<file path="src/rtl/i2c_slave_pkg.sv">
// Shared I2C definitions for the slave and master blocks.
// Holds the slave FSM state encoding and the I2C protocol constants
// (ACK/NACK bit levels and the number of data bits per byte).
package i2c_slave_pkg;

    typedef enum logic [2:0] {
        ST_IDLE      = 3'd0,
        ST_ADDR      = 3'd1,
        ST_ADDR_ACK  = 3'd2,
        ST_WR_DATA   = 3'd3,
        ST_WR_ACK    = 3'd4,
        ST_RD_DATA   = 3'd5,
        ST_RD_ACK    = 3'd6,
        ST_WAIT_STOP = 3'd7
    } state_t;

    localparam logic       I2C_ACK       = 1'b0;
    localparam logic       I2C_NACK      = 1'b1;
    localparam logic [3:0] I2C_BYTE_BITS = 4'd8;

endpackage

</file>
<file path="src/rtl/i2c_slave_if.sv">
// Bus and user-side signal bundle of the I2C slave.
//   scl_in, sda_in : bus line levels (asynchronous to clk)
//   sda_oe         : 1 = pull SDA low, 0 = release
//   tx_data/tx_req : read byte supply; tx_req pulses one clk when the next
//                    byte is needed, tx_data must then stay stable until the
//                    following SCL fall (no ready path, SCL is never stretched)
//   rx_data/rx_valid : written byte, rx_valid pulses one clk per byte
//   busy, stop_det : transaction status
interface i2c_slave_if;
    logic       scl_in;
    logic       sda_in;
    logic       sda_oe;
    logic [7:0] tx_data;
    logic       tx_req;
    logic [7:0] rx_data;
    logic       rx_valid;
    logic       busy;
    logic       stop_det;

    modport slave (
        input  scl_in, sda_in, tx_data,
        output sda_oe, tx_req, rx_data, rx_valid, busy, stop_det
    );

    modport master (
        output scl_in, sda_in, tx_data,
        input  sda_oe, tx_req, rx_data, rx_valid, busy, stop_det
    );
endinterface

</file>
<file path="src/rtl/i2c_slave_sync_edge.sv">
// Synchroniser plus edge detector for one asynchronous bus line.
//   clk, rst : system clock, synchronous active-high reset
//   i_line   : asynchronous line level
//   o_level  : synchronised level
//   o_rise   : one-clk pulse on a synchronised 0->1 transition
//   o_fall   : one-clk pulse on a synchronised 1->0 transition
// STAGES must be at least 2. Flops reset to 1 so an idle bus produces no edge.
module i2c_sync_edge #(
    parameter int STAGES = 2
) (
    input  logic clk,
    input  logic rst,
    input  logic i_line,
    output logic o_level,
    output logic o_rise,
    output logic o_fall
);
    logic [STAGES-1:0] r_sync;
    logic              r_prev;

    always_ff @(posedge clk) begin
        if (rst) begin
            r_sync <= '1;
            r_prev <= 1'b1;
        end else begin
            r_sync <= {r_sync[STAGES-2:0], i_line};
            r_prev <= r_sync[STAGES-1];
        end
    end

    assign o_level = r_sync[STAGES-1];
    assign o_rise  = r_sync[STAGES-1] & ~r_prev;
    assign o_fall  = ~r_sync[STAGES-1] & r_prev;
endmodule

</file>
<file path="src/rtl/i2c_slave.sv">
// I2C slave with a 7-bit address, byte-wide write receive and read supply.
//   clk, rst    : system clock (>= 8x SCL), synchronous active-high reset
//   bus         : i2c_slave_if.slave (bus lines, tx/rx byte ports, status)
//   o_dbg_state : current FSM state
module i2c_slave
    import i2c_slave_pkg::*;
#(
    parameter logic [6:0] SLAVE_ADDR  = 7'h55,
    parameter int         SYNC_STAGES = 2
) (
    input  logic              clk,
    input  logic              rst,
    i2c_slave_if.slave        bus,
    output state_t            o_dbg_state
);
    logic w_scl, w_scl_rise, w_scl_fall;
    logic w_sda, w_sda_rise, w_sda_fall;
    logic w_start, w_stop;

    i2c_sync_edge #(.STAGES(SYNC_STAGES)) u_scl (
        .clk(clk), .rst(rst), .i_line(bus.scl_in),
        .o_level(w_scl), .o_rise(w_scl_rise), .o_fall(w_scl_fall)
    );

    i2c_sync_edge #(.STAGES(SYNC_STAGES)) u_sda (
        .clk(clk), .rst(rst), .i_line(bus.sda_in),
        .o_level(w_sda), .o_rise(w_sda_rise), .o_fall(w_sda_fall)
    );

    // Both lines share the same latency, so the synchronised SCL level is
    // the level seen at the moment of the SDA edge.
    assign w_start = w_sda_fall & w_scl;
    assign w_stop  = w_sda_rise & w_scl;

    state_t     r_state,    w_state_nx;
    logic [3:0] r_bit_cnt,  w_bit_cnt_nx;
    logic [7:0] r_shift,    w_shift_nx;
    logic [7:0] r_tx_shift, w_tx_shift_nx;
    logic       r_rw,       w_rw_nx;
    logic       r_sda_oe,   w_sda_oe_nx;
    logic       r_tx_req,   w_tx_req_nx;
    logic [7:0] r_rx_data,  w_rx_data_nx;
    logic       r_rx_valid, w_rx_valid_nx;
    logic       r_busy,     w_busy_nx;
    logic       r_stop_det, w_stop_det_nx;

    always_ff @(posedge clk) begin
        if (rst) begin
            r_state    <= ST_IDLE;
            r_bit_cnt  <= 4'd0;
            r_shift    <= 8'h00;
            r_tx_shift <= 8'h00;
            r_rw       <= 1'b0;
            r_sda_oe   <= 1'b0;
            r_tx_req   <= 1'b0;
            r_rx_data  <= 8'h00;
            r_rx_valid <= 1'b0;
            r_busy     <= 1'b0;
            r_stop_det <= 1'b0;
        end else begin
            r_state    <= w_state_nx;
            r_bit_cnt  <= w_bit_cnt_nx;
            r_shift    <= w_shift_nx;
            r_tx_shift <= w_tx_shift_nx;
            r_rw       <= w_rw_nx;
            r_sda_oe   <= w_sda_oe_nx;
            r_tx_req   <= w_tx_req_nx;
            r_rx_data  <= w_rx_data_nx;
            r_rx_valid <= w_rx_valid_nx;
            r_busy     <= w_busy_nx;
            r_stop_det <= w_stop_det_nx;
        end
    end

    // In the ACK states the bit counter tracks the ACK slot: 8 = waiting for
    // the fall that opens it, 0 = waiting for the 9th rise, 1 = waiting for
    // the fall that closes it.
    always_comb begin
        w_state_nx    = r_state;
        w_bit_cnt_nx  = r_bit_cnt;
        w_shift_nx    = r_shift;
        w_tx_shift_nx = r_tx_shift;
        w_rw_nx       = r_rw;
        w_sda_oe_nx   = r_sda_oe;
        w_tx_req_nx   = 1'b0;
        w_rx_data_nx  = r_rx_data;
        w_rx_valid_nx = 1'b0;
        w_busy_nx     = r_busy;
        w_stop_det_nx = 1'b0;

        if (w_stop) begin
            w_state_nx    = ST_IDLE;
            w_bit_cnt_nx  = 4'd0;
            w_shift_nx    = 8'h00;
            w_sda_oe_nx   = 1'b0;
            w_busy_nx     = 1'b0;
            w_stop_det_nx = 1'b1;
        end else if (w_start) begin
            w_state_nx   = ST_ADDR;
            w_bit_cnt_nx = 4'd0;
            w_shift_nx   = 8'h00;
            w_sda_oe_nx  = 1'b0;
        end else begin
            unique case (r_state)
                ST_ADDR: begin
                    if (w_scl_rise) begin
                        w_shift_nx   = {r_shift[6:0], w_sda};
                        w_bit_cnt_nx = r_bit_cnt + 4'd1;
                        if (r_bit_cnt == I2C_BYTE_BITS - 4'd1) begin
                            // r_shift[6:0] holds the 7 address bits, w_sda is R/W.
                            if (r_shift[6:0] == SLAVE_ADDR) begin
                                w_state_nx = ST_ADDR_ACK;
                                w_busy_nx  = 1'b1;
                                w_rw_nx    = w_sda;
                            end else begin
                                w_state_nx = ST_WAIT_STOP;
                                w_busy_nx  = 1'b0;
                            end
                        end
                    end
                end
                ST_ADDR_ACK, ST_WR_ACK: begin
                    if (w_scl_fall && r_bit_cnt == I2C_BYTE_BITS) begin
                        w_sda_oe_nx  = 1'b1;
                        w_bit_cnt_nx = 4'd0;
                    end else if (w_scl_rise && r_bit_cnt == 4'd0) begin
                        w_bit_cnt_nx = 4'd1;
                        if (r_state == ST_ADDR_ACK && r_rw) w_tx_req_nx = 1'b1;
                    end else if (w_scl_fall && r_bit_cnt == 4'd1) begin
                        w_bit_cnt_nx = 4'd0;
                        if (r_state == ST_ADDR_ACK && r_rw) begin
                            w_state_nx    = ST_RD_DATA;
                            w_tx_shift_nx = bus.tx_data;
                            w_sda_oe_nx   = ~bus.tx_data[7];
                        end else begin
                            w_state_nx  = ST_WR_DATA;
                            w_sda_oe_nx = 1'b0;
                            w_shift_nx  = 8'h00;
                        end
                    end
                end
                ST_WR_DATA: begin
                    if (w_scl_rise) begin
                        w_shift_nx   = {r_shift[6:0], w_sda};
                        w_bit_cnt_nx = r_bit_cnt + 4'd1;
                        if (r_bit_cnt == I2C_BYTE_BITS - 4'd1) begin
                            w_rx_data_nx  = {r_shift[6:0], w_sda};
                            w_rx_valid_nx = 1'b1;
                            w_state_nx    = ST_WR_ACK;
                        end
                    end
                end
                ST_RD_DATA: begin
                    // Bit 7 was put on the bus on entry; each later fall
                    // presents the next bit until all 8 have been clocked.
                    if (w_scl_rise && r_bit_cnt < I2C_BYTE_BITS) begin
                        w_bit_cnt_nx = r_bit_cnt + 4'd1;
                    end else if (w_scl_fall && r_bit_cnt == I2C_BYTE_BITS) begin
                        w_sda_oe_nx  = 1'b0;
                        w_state_nx   = ST_RD_ACK;
                        w_bit_cnt_nx = 4'd0;
                    end else if (w_scl_fall && r_bit_cnt != 4'd0) begin
                        w_sda_oe_nx   = ~r_tx_shift[6];
                        w_tx_shift_nx = {r_tx_shift[6:0], 1'b0};
                    end
                end
                ST_RD_ACK: begin
                    if (w_scl_rise && r_bit_cnt == 4'd0) begin
                        if (w_sda == I2C_ACK) begin
                            w_tx_req_nx  = 1'b1;
                            w_bit_cnt_nx = 4'd1;
                        end else begin
                            w_state_nx  = ST_WAIT_STOP;
                            w_sda_oe_nx = 1'b0;
                        end
                    end else if (w_scl_fall && r_bit_cnt == 4'd1) begin
                        w_state_nx    = ST_RD_DATA;
                        w_bit_cnt_nx  = 4'd0;
                        w_tx_shift_nx = bus.tx_data;
                        w_sda_oe_nx   = ~bus.tx_data[7];
                    end
                end
                ST_IDLE, ST_WAIT_STOP: begin
                    w_sda_oe_nx = 1'b0;
                end
                default: begin
                    w_state_nx  = ST_IDLE;
                    w_sda_oe_nx = 1'b0;
                end
            endcase
        end
    end

    assign bus.sda_oe   = r_sda_oe;
    assign bus.tx_req   = r_tx_req;
    assign bus.rx_data  = r_rx_data;
    assign bus.rx_valid = r_rx_valid;
    assign bus.busy     = r_busy;
    assign bus.stop_det = r_stop_det;
    assign o_dbg_state  = r_state;
endmodule
</file>
<file path="src/flat_wrapper.sv">
// flat-port wrapper written by rule: the top's interface ports become plain ports
module i2c_slave_flat import i2c_slave_pkg::*;
#(
    parameter logic [6:0] SLAVE_ADDR  = 7'h55,
    parameter int         SYNC_STAGES = 2
)
  (clk, rst, o_dbg_state, bus_scl_in, bus_sda_in, bus_tx_data, bus_sda_oe, bus_tx_req, bus_rx_data, bus_rx_valid, bus_busy, bus_stop_det);
  i2c_slave_if bus_i ();
  input  logic clk;
  input  logic rst;
  output state_t o_dbg_state;
  input wire logic [$bits(bus_i.scl_in)-1:0] bus_scl_in;
  input wire logic [$bits(bus_i.sda_in)-1:0] bus_sda_in;
  input wire logic [$bits(bus_i.tx_data)-1:0] bus_tx_data;
  output wire logic [$bits(bus_i.sda_oe)-1:0] bus_sda_oe;
  output wire logic [$bits(bus_i.tx_req)-1:0] bus_tx_req;
  output wire logic [$bits(bus_i.rx_data)-1:0] bus_rx_data;
  output wire logic [$bits(bus_i.rx_valid)-1:0] bus_rx_valid;
  output wire logic [$bits(bus_i.busy)-1:0] bus_busy;
  output wire logic [$bits(bus_i.stop_det)-1:0] bus_stop_det;
  assign bus_i.scl_in = bus_scl_in;
  assign bus_i.sda_in = bus_sda_in;
  assign bus_i.tx_data = bus_tx_data;
  assign bus_sda_oe = bus_i.sda_oe;
  assign bus_tx_req = bus_i.tx_req;
  assign bus_rx_data = bus_i.rx_data;
  assign bus_rx_valid = bus_i.rx_valid;
  assign bus_busy = bus_i.busy;
  assign bus_stop_det = bus_i.stop_det;
  i2c_slave #(.SLAVE_ADDR(SLAVE_ADDR), .SYNC_STAGES(SYNC_STAGES)) u_core (.clk(clk), .rst(rst), .bus(bus_i), .o_dbg_state(o_dbg_state));
endmodule
</file>
<file path="config.mk">
export PLATFORM = sky130hd
export DESIGN_NAME = i2c_slave_flat
export DESIGN_NICKNAME = d
export VERILOG_FILES = /design/src/rtl/i2c_slave_pkg.sv /design/src/rtl/i2c_slave_if.sv /design/src/rtl/i2c_slave_sync_edge.sv /design/src/rtl/i2c_slave.sv /design/src/flat_wrapper.sv
export SDC_FILE = /design/constraint.sdc
export NUM_CORES = 1
export LEC_CHECK = 0
export ABC_CLOCK_PERIOD_IN_PS = 2100
export BUFFER_PORTS_ARGS = -buffer_cell sky130_fd_sc_hd__clkbuf_2
export CORE_MARGIN = 3
export CORE_UTILIZATION = 40
export DETAILED_ROUTE_END_ITERATION = 12
export PLACE_DENSITY = 0.62
export SLEW_MARGIN = 20
export SYNTH_ARGS = -nofsm -noshare
export SYNTH_HDL_FRONTEND = slang
export SYNTH_SLANG_ARGS = --single-unit
</file>
<file path="constraint.sdc">
create_clock -name clk -period 2.1 [get_ports clk]
set_clock_uncertainty 0.1 [all_clocks]
set_input_delay 0.42 -clock clk [delete_from_list [all_inputs] [get_ports clk]]
set_output_delay 0.42 -clock clk [all_outputs]
set_load 0.02 [all_outputs]
</file>
==> results.sh <==
export IMPL_final_min_clock_period_ps=2040
export IMPL_ys_types=59
export IMPL_wire_per_inst_um=15.1
export IMPL_fin_crit_sh_pct=97.2
export IMPL_synth_nets=269
export IMPL_finalHoldViolations=0
export IMPL_cp_top_family="simple AND/OR/NAND/NOR gates"
export IMPL_outcome="completed"
export IMPL_hp_class="input port to flop"
export IMPL_syn_inst=254
export IMPL_htreeDepth=2
export IMPL_crit_required_ps=2200
export IMPL_overflow=0
export IMPL_antenna_found_initial=0
export IMPL_post_cts_buffers=0
export IMPL_ir_drop_uv=404
export IMPL_ctsHoldBuffers=0
export IMPL_cp_data_arrival_time_ps=2140
export IMPL_grt_use_total_pct=18.5
export IMPL_gp_congestion=0.878
export IMPL_cts_tree="yes"
export IMPL_drt_wl_total_um=5610
export IMPL_fmax_mhz=490
export IMPL_via_per_inst=5.49
export IMPL_dpl_hpwl_um=4130
export IMPL_path_max_fanout=4
export IMPL_r2r_slack_ps=60
export IMPL_slowest_delay_ps=470
export IMPL_placed_cell_area_um2=2590
export IMPL_finalNetCount=315
export IMPL_slew_violations=0
export IMPL_cp_num_buf_inv=3
export IMPL_p_total_mw=1.49
export IMPL_final_setup_viol_count=0
export IMPL_max_slew_margin_rel_pct=66.9
export IMPL_cpMaxStageDelayCell="or4b_4"
export IMPL_clock_latency_ps=300
export IMPL_synth_main_ff_cell="dfxtp_1"
export IMPL_maxCapViolCount=0
export IMPL_final_antenna_net_count=0
export IMPL_clockBufferDepth=2
export IMPL_path_depth=8
export IMPL_first_pass_iters=4
export IMPL_die_h_um=80.0
export IMPL_clk_pin_slew_worst_paths_ps=90
export IMPL_yosys_warnings=0
export IMPL_synth_edf_count=0
export IMPL_async_flop_share_pct=0
export IMPL_crit_chain="inv_2 > ha_4 > or4b_4 > nor3_4 > buf_6 > a2111oi_4 > buf_4 > a32o_1"
export IMPL_die_area_um2=6400
export IMPL_p_leak_nw=1.15
export IMPL_grt_max_degree=18
export IMPL_syn_area_um2=2190
export IMPL_powerDensity_nw_per_um2=535
export IMPL_layout_drive_gt1_share_pct=33.9
export IMPL_worst_hold_path_num_cells=2
export IMPL_drt_iter0_drc=184
export IMPL_ys_ff_latch=41
export IMPL_via_count=2037
export IMPL_cp_start_kind="flop"
export IMPL_max_slew_worst_pin_slew_ps=492
export IMPL_grt_pass1_vias=1912
export IMPL_cts_made_buffers=5
export IMPL_seq_area_frac_synth_pct=37.5
export IMPL_drcViolationCount=0
export IMPL_clock_sinks=41
export IMPL_worstSetupPathType="flop to flop"
export IMPL_start_util_pct=42.1
export IMPL_die_w_um=80.0
export IMPL_rr_worst_depth=8
export IMPL_rsz0062_at_grt="true"
export IMPL_layout_setup_ws_ps=59.3
export IMPL_syn_to_final_growth_pct=27.4
export IMPL_crit_path_end_kind="flop"
export IMPL_row_count=26
export IMPL_root_buffer="clkbuf_8"
export IMPL_preCtsSetupSlack_ps=-16.4
export IMPL_design_area_um2=2790
export IMPL_numPortBuffers=27
export IMPL_syn_area_per_cell_um2=8.62
export IMPL_io_pins=28
export IMPL_antenna_cells=0
export IMPL_grt_first_pass_wirelength_um=9320
export IMPL_core_area_um2=5200
[cells in the final DEF (no fill, tap or decap), types with 5 or more instances in the layout]
master	n
o21ai_0	13
or2_2	8
a211oi_1	6
dfxtp_1	35
a21oi_1	12
mux2i_1	16
buf_4	28
clkbuf_2	27
nand2_1	15
nand4_1	9
nand3b_1	6
nor2_1	23
nand3_1	5
clkbuf_8	7
[worst register-to-register path, delay by kind of cell, from the launching register on]
family / cells / cell delay, ps
simple gates: 2 / 700
buf+inv: 3 / 400
flops: 1 / 330
compound gates: 2 / 280
fa+ha+maj: 1 / 140
[power breakdown]
group          switching [mW]  internal, mW
clock network           0.296         0.304
logic                  0.0591        0.0457
registers             0.00715         0.781
[through the flow]
step	std cells	utilization [%]	hold slack, ps	setup TNS (ps)
after floorplan	254	-	289	0
after global placement	362	49.8	291	0
after detailed placement	362	49.8	308	-31.9
after CTS	370	52.0	205	0
after global routing	371	53.6	207	-34.5
final	371	53.6	203	0
[routing by layer]
metal,wire length (µm),GRT usage (%),share of wire [%]
met3,271,3.16,4.8
met4,72,5.57,1.3
met1,2870,27.3,51
met5,0,0,0
met2,2400,27.2,43
[cells in the mapped netlist, types with 2 or more instances]
library cell | number | area, µm²
buf_2 | 6 | 30.0
nor3b_1 | 3 | 22.5
and4_1 | 2 | 17.5
buf_1 | 2 | 7.51
ha_1 | 3 | 37.5
a41oi_1 | 2 | 17.5
or2_2 | 8 | 50.1
inv_1 | 3 | 11.3
nor3_1 | 4 | 20.0
nor4b_1 | 2 | 17.5
nand2_1 | 15 | 56.3
mux2i_1 | 16 | 160
or3_1 | 4 | 25.0
a211oi_1 | 8 | 60.1
a21oi_1 | 15 | 75.1
a32o_1 | 2 | 20.0
nand3_1 | 5 | 25.0
nor4_1 | 2 | 12.5
o21ai_0 | 15 | 75.1
o21bai_1 | 2 | 15.0
o31ai_1 | 2 | 15.0
nor2b_1 | 4 | 25.0
nand3b_1 | 6 | 45.0
clkbuf_1 | 11 | 41.3
a21boi_0 | 2 | 15.0
a311oi_1 | 2 | 17.5
nand4_1 | 9 | 56.3
o32ai_1 | 2 | 17.5
dfxtp_1 | 41 | 821
nand2b_1 | 4 | 25.0
nor2_1 | 23 | 86.3
o31a_1 | 2 | 17.5
[kinds of logic after synthesis]
family | Yosys count | synth area share (%)
and+or+nand+nor | 101 | 26.0
xor gates and xnor gates | 1 | 0.400
AOI/OAI and AO/OA | 67 | 21.8
DFF | 41 | 37.5
adders and majority gates | 4 | 2.17
muxes | 16 | 7.31
buffers and inverters | 24 | 4.86
[state kept, by name, indices dropped and copies added (netlist names), 2 cells and up]
signal / cells
u_core.bus.rx_data: 8
u_core.r_shift: 7
u_core.r_tx_shift: 7
u_core.r_bit_cnt: 4
u_core.o_dbg_state: 3
u_core.u_scl.r_sync: 2
u_core.u_sda.r_sync: 2
[timing repair]
action,CTS,global route
gates resized for setup,3,26
cloned,0,1
setup endpoints to repair,8,16
pin swaps,0,4
[path summary, 6_finish.rpt]
| kind | end | start |
|---|---|---|
| setup / recovery | u_core.r_bit_cnt[1] | u_core.r_bit_cnt[1] |
| hold / removal | u_core.u_scl.r_sync[0] | bus_scl_in |
| setup reg to reg | u_core.r_bit_cnt[1] | u_core.r_bit_cnt[1] |
| hold reg to reg | u_core.u_sda.r_sync[1] | u_core.u_sda.r_sync[0] |
[cell type report]
class	instances	area, µm²
tap	70	87.6
clock buffer	7	96.3
inverter	3	11.3
sequential	41	833
multi-input combinational	189	1340
clock inverter	1	8.76
fill	507	2410
timing repair buffer	60	413
(Power assumes the default switching activity.)
